`src/rtl/cp0_exc_ctrl.sv`:
```
// Coprocessor-0 exception controller (M stage): SR/Cause/EPC, mfc0/mtc0,
// exception/interrupt request generation and eret EXL clear.
module cp0_exc_ctrl #(
    parameter int unsigned HWINT_W  = 6,
    parameter logic [31:0] SR_WMASK = 32'h0000_FC03
) (
    input  logic               clk,
    input  logic               reset,
    input  logic               en,
    input  logic [4:0]         CP0Add,
    input  logic [31:0]        CP0In,
    input  logic [31:0]        VPC,
    input  logic               BDIn,
    input  logic [4:0]         ExcCodeIn,
    input  logic [HWINT_W-1:0] HWInt,
    input  logic               EXLClr,
    output logic [31:0]        CP0Out,
    output logic [31:0]        EPCOut,
    output logic               Req
);

    localparam logic [4:0] ADDR_SR    = 5'd12;
    localparam logic [4:0] ADDR_CAUSE = 5'd13;
    localparam logic [4:0] ADDR_EPC   = 5'd14;

    logic [31:0] sr_q, sr_d;
    logic [31:0] cause_q, cause_d;
    logic [31:0] epc_q, epc_d;

    logic        int_req;
    logic        exc_req;
    logic        req;
    logic [4:0]  exc_code;
    logic [31:0] victim_pc;

    assign int_req   = (|(HWInt & sr_q[10 +: HWINT_W])) & sr_q[0] & ~sr_q[1];
    assign exc_req   = (ExcCodeIn != 5'd0) & ~sr_q[1];
    assign req       = int_req | exc_req;
    assign exc_code  = int_req ? 5'd0 : ExcCodeIn;
    assign victim_pc = BDIn ? (VPC - 32'd4) : VPC;

    // Registers are already cleared while reset is low; only Req needs gating
    // because ExcCodeIn can be nonzero during reset.
    assign Req    = req & reset;
    assign EPCOut = epc_q;

    always_comb begin
        sr_d    = sr_q;
        cause_d = cause_q;
        epc_d   = epc_q;

        cause_d[10 +: HWINT_W] = HWInt;

        if (req) begin
            sr_d[1]       = 1'b1;
            cause_d[31]   = BDIn;
            cause_d[6:2]  = exc_code;
            epc_d         = {victim_pc[31:2], 2'b00};
        end else if (en) begin
            if (CP0Add == ADDR_SR) begin
                sr_d = (CP0In & SR_WMASK) | (sr_q & ~SR_WMASK);
            end else if (CP0Add == ADDR_EPC) begin
                epc_d = {CP0In[31:2], 2'b00};
            end
        end

        // eret clear is applied last so it overrides an mtc0 to SR in the same cycle.
        if (EXLClr) begin
            sr_d[1] = 1'b0;
        end
    end

    always_ff @(posedge clk or negedge reset) begin
        if (!reset) begin
            sr_q    <= '0;
            cause_q <= '0;
            epc_q   <= '0;
        end else begin
            sr_q    <= sr_d;
            cause_q <= cause_d;
            epc_q   <= epc_d;
        end
    end

    always_comb begin
        CP0Out = '0;
        case (CP0Add)
            ADDR_SR:    CP0Out = sr_q;
            ADDR_CAUSE: CP0Out = cause_q;
            ADDR_EPC:   CP0Out = epc_q;
            default:    CP0Out = '0;
        endcase
    end

endmodule

```
`config.mk`:
```
export PLATFORM = sky130hd
export DESIGN_NAME = cp0_exc_ctrl
export DESIGN_NICKNAME = d
export VERILOG_FILES = /design/src/rtl/cp0_exc_ctrl.sv
export SDC_FILE = /design/constraint.sdc
export NUM_CORES = 1
export LEC_CHECK = 0
export ABC_AREA = 0
export BUFFER_PORTS_ARGS = -buffer_cell sky130_fd_sc_hd__buf_4
export CELL_PAD_IN_SITES_DETAIL_PLACEMENT = 1
export CELL_PAD_IN_SITES_GLOBAL_PLACEMENT = 1
export CORE_ASPECT_RATIO = 0.7
export CORE_MARGIN = 2
export CORE_UTILIZATION = 37
export DETAILED_ROUTE_END_ITERATION = 8
export GPL_TIMING_DRIVEN = 0
export PLACE_DENSITY = 0.94
export SLEW_MARGIN = 20
export SYNTH_ARGS = -nofsm -noshare
export SYNTH_HDL_FRONTEND = slang
export SYNTH_SLANG_ARGS = --single-unit
```
`constraint.sdc`:
```
create_clock -name clk -period 4.1 [get_ports clk]
set_input_delay 0.82 -clock clk [delete_from_list [all_inputs] [get_ports clk]]
set_output_delay 0.82 -clock clk [all_outputs]
set_load 0.02 [all_outputs]
```
Yosys cells after proc, flatten, opt, wreduce, memory -nomap -nowiden. Cells that the tools add are included.

Add/sub/neg operators: 1. Equality and inequality tests: 4. Multiplexer cells: 11. Bitwise logic cells: 9. Reductions and logical operators: 9.

Operator list (count): 2-to-1 mux 32 bit (5); one-hot mux 32 bit (3 select lines) (1); OR 16 x 32 -> 32 bit (1); subtractor 32 x 3 -> 32 bit, second input constant (1); equality test 5 x 4 -> 1 bit, second input constant (3); bitwise AND 6 bit (1); AND reduction 3 bit (2); nonzero test 3 bit (2); OR reduction 6 bit (1); 2-to-1 mux 5 bit (1); nonzero test 5 bit (1); bitwise AND 1 bit (4); 2-to-1 mux 2 bit (2); nonzero test 2 bit (2); 2-to-1 mux 1 bit (2); != test 2 bit, second input constant (1); inverter 1 bit (2); AND reduction 2 bit (1); OR 1 bit (1).

Flip-flop bits (word level): 76. Input bits: 85. Output and inout port bits: 65. Word-level logic and storage cells: 39.

Depth between registers and ports, before layout.
Depth in word-level cells: 7. Mapped depth: 7. Mapped depth without buffers: 6.

Worst setup path before layout. Ideal clock, no wire load.

Path type: input port to output port. Start point: in HWInt[3]. End point: out Req. Arrival: 2.126 ns. Required time: 3.280 ns. Setup slack: 1.154 ns. Cell stages on the path: 5. Path buffers: 1. Path through: a22o_1 o311a_1 clkbuf_1 or2_2 and2_1.

Cells in the longest elaborated chain, start to end: 6.

RTL lines: start: declaration (line 15) `input logic [HWINT_W-1:0] HWInt,`; bitwise AND 6 bit (line 36) `assign int_req = (|(HWInt & sr_q[10 +: HWINT_W])) & sr_q[0] & ~sr_q[1];`; OR reduction 6 bit (line 36); bitwise AND 1 bit (2 in a row) (line 36); OR 1 bit (line 38) `assign req = int_req | exc_req;`; bitwise AND 1 bit (line 44) `assign Req = req & reset;`; end: declaration (line 19) `output logic Req`.

Every way passes these cells.

Worst setup path after layout.
Start point: in CP0Add[4]. End point: out CP0Out[14].

Cells in the longest elaborated chain, start to end: 2. Elaborated cells between the ends (all ways): 4. Classes of those cells: eq/ne: 3; mux: 1.

RTL lines: start: declaration (line 10) `input logic [4:0] CP0Add,`; equality test 5 x 4 -> 1 bit (line 87) `case (CP0Add)`; one-hot mux 32 bit (3 select lines) * (line 87); end: declaration (line 17) `output logic [31:0] CP0Out,`.

Every way passes the cells marked *; elsewhere a longest branch is shown, timed or not.

==> metrics.md <==
| Metric | Value |
|---|---|
| Port Buffer Count | `145` |
| Final ANT Viol Nets | `0` |
| Clock transition at path regs | `0.07 ns` |
| CP Class | `input port to primary output` |
| Count leader, synth | `dfrtp_1` |
| P_int | `961 uW` |
| Post-synthesis sequential area ratio | `39.3%` |
| Post-CTS setup repair buffer count | `0` |
| Peak VDD IR | `0.206 mV` |
| Clock power frac | `30.2%` |
| CORE AREA | `0.00841 sq mm` |
| Max clock buf depth | `2` |
| # rows | `28` |
| Syn-to-layout area delta | `43.1%` |
| Synthesized area per cell | `9.81 sq um` |
| Worst setup path startpoint | `CP0Add[4]` |
| Synth Warn # | `0` |
| CP max FO | `10` |
| Switching Share | `32.4%` |
| Total Negative Setup Slacks | `0 ns` |
| Sequential power share | `42.7%` |
| Synth async-reset ratio | `100%` |
| Dpl hpwl | `9950 um` |
| Die Footprint | `0.00938 sq mm` |
| Largest net degree at the start of global routing | `52` |
| Register bit total from synthesis | `50` |
| CP Capture Type | `primary output` |
| Final nets | `564` |
| WP data arrival | `2.62 ns` |
| Aggregate global routing overflow | `0` |
| H-tree Lvls | `2` |
| Starting Density | `37.9%` |
| Hold Slack | `0.525 ns` |
| Antenna cells | `0` |
| RSZ-0062 raised after global routing | `no` |
| Die Ht | `81.6 um` |
| Endpoints failing setup | `0` |
| Latest clock arrival within the worst-skew pair | `0.29 ns` |
| Mapped Cells | `325` |
| Global-route wire length before repair | `19200 um` |
| DR DRC count | `0` |
| Die width | `115 um` |
| Initial antenna violation count | `0` |
| # fillers | `985` |
| DR WL/cell | `21.5 um` |
| CP startpoint kind | `input port` |
| Clock Sinks | `50` |
| Area contributors post-synth | `dfrtp_1, mux2i_1, a2111oi_0` |
| Final Skew | `0.00683 ns` |
| Rel. slew slack | `45.2%` |
| TritonRoute pass-1 iters | `5` |
| Post-synth top cells | `dfrtp_1, mux2i_1, and2_1, clkbuf_1` |
| Worst slew pin tran | `0.816 ns` |
| Placer Congestion | `0.800` |
| Layout cell share with drive strength beyond 1 | `37.4%` |
| HP Start | `cause_q[31]` |
| Status | `finished, final reports clean` |
| Final Instance Area | `0.00456 sq mm` |
| Min-Delay Path Class | `register to register` |
| NetSw | `460 uW` |
| Vias | `3432` |
| Resized Gates After CTS | `0` |
| Top FF cell, synth | `dfrtp_1` |
| Max Slew Vio Count | `0` |
| Vias in the first global route | `3591` |
| Pwr/cell area | `312 mW/mm^2` |
| Final period utilization | `83.9%` |
| Final hold viol count | `0` |
| Worst Path Required | `3.28 ns` |
| Vias/cell | `5.88` |
| Post-synth top area share | `39.3%` |
| Post-layout min period | `3.44 ns` |
| Ports | `150` |
| Number of flops mapped to enable cells by yosys | `0` |
| Gr usage total | `26.6%` |
| F_max | `291 MHz` |
| First-iteration detailed-routing DRC count | `222` |
| Worst r2r src | `sr_q[13]` |
| Combinational Power Share | `27.1%` |
| Post-DP Area | `0.00441 sq mm` |
| CTS tree | `built` |
| Root Buffer | `clkbuf_16` |
| Dominant cell type by area after synthesis | `dfrtp_1` |
| Maxcap violations | `0` |
| Yosys cell types | `45` |
| CTS Hold Buffers Added | `0` |
| Netlist Area Pre-Place | `0.00319 sq mm` |
| P_leak | `2.19 nW` |
| CTS buffer count | `5` |
| Final WL | `12500 um` |
[power by group through the flow]
stage | clock (mW) | sequential [mW] | combinational (mW)
after global routing | 0.452 | 0.614 | 0.413
final | 0.430 | 0.607 | 0.385
after floorplan | 0 | 0.644 | 0.132
after CTS | 0.435 | 0.606 | 0.386
after detailed placement | 0 | 0.615 | 0.386
after global placement | 0 | 0.609 | 0.370
[layout make-up]
| type | instances | area, sq um | share of cell area [%] |
|---|---|---|---|
| sequential | 50 | 1250 | 27.4 |
| multi-input combinational | 238 | 1780 | 39.1 |
| inverter | 14 | 52.6 | 1.15 |
| clock inverter | 3 | 26.3 | 0.576 |
| timing repair buffer | 145 | 1090 | 23.9 |
| buffer | 24 | 103 | 2.25 |
| clock buffer | 5 | 125 | 2.74 |
| tap | 105 | 131 | 2.88 |
[metrics by stage]
step	cells	utilization, %	power [mW]	setup WS, ns
4_1_cts	584	54.3	1.43	0.658
6_report	584	54.3	1.42	0.660
2_1_floorplan	326	-	0.777	1.15
3_3_place_gp	576	52.5	0.979	0.731
3_5_place_dp	576	52.5	1.00	0.652
5_1_grt	584	54.3	1.48	0.448
[layout by cell type, fill, tap and decap left out, types with 3 or more instances in the layout]
| master | synthesis | layout |
|---|---|---|
| buf_4 | 2 | 147 |
| dfrtp_1 | 50 | 50 |
| mux2i_1 | 28 | 28 |
| and2_1 | 20 | 20 |
| clkbuf_1 | 18 | 18 |
| and3_1 | 16 | 16 |
| a2111oi_0 | 16 | 16 |
| a31oi_1 | 16 | 16 |
| inv_1 | 14 | 14 |
| o31ai_1 | 13 | 13 |
| or4_1 | 11 | 11 |
| o21ai_0 | 11 | 11 |
| xor2_1 | 11 | 11 |
| a22o_1 | 9 | 9 |
| nor2_1 | 8 | 8 |
| or3_1 | 8 | 8 |
| mux2_2 | 8 | 8 |
| a222oi_1 | 6 | 6 |
| nand3_1 | 6 | 6 |
| nand4_1 | 6 | 6 |
| nand2_1 | 6 | 6 |
| nor3_1 | 5 | 5 |
| clkbuf_16 | 0 | 5 |
| buf_2 | 4 | 4 |
| nand3b_1 | 3 | 3 |
| nor3b_1 | 3 | 3 |
| or2_2 | 3 | 3 |
[sequential cells by signal, indices dropped and copies added (netlist names)]
name	count
sr_q	8
EPCOut	30
cause_q	12
[cells by family after synthesis]
logic type / count (synthesis) / synth area share [%]
compound gates: 75 / 17.6
mux: 36 / 11.6
flops: 50 / 39.3
other cells: 1 / 0.118
fa+ha+maj: 1 / 0.393
buf+inv: 38 / 4.87
simple gates: 111 / 22.6
xor+xnor: 13 / 3.57
[per-layer routing]
| metal | GRT usage, % | vias up | part of all wire (%) | wire length [um] |
|---|---|---|---|---|
| li1 | - | 1559 | - | - |
| met1 | 34.6 | 1692 | 43 | 5410 |
| met2 | 47.5 | 167 | 49 | 6100 |
| met3 | 4.35 | 14 | 7.2 | 897 |
| met4 | 5.06 | 0 | 1.1 | 134 |
| met5 | 0 | - | 0 | 0 |
[final timing paths]
check,slack (ns),end,depth (start not counted)
setup / recovery,0.66,CP0Out[14],7
setup reg to reg,1.69,EPCOut[14],6
min in group asynchronous,0.57,cause_q[2],1
max in group asynchronous,3.09,EPCOut[7],1
hold / removal,0.53,cause_q[31],1
hold reg to reg,0.53,cause_q[31],1
[critical path, stage by stage]
cell and delay (ns):
buf_4 0.11, nand3b_1 0.24, nor3b_1 0.46, clkbuf_1 0.47, a222oi_1 0.24, inv_1 0.12, buf_4 0.15
Note: power is estimated with default switching activity, not from simulation.
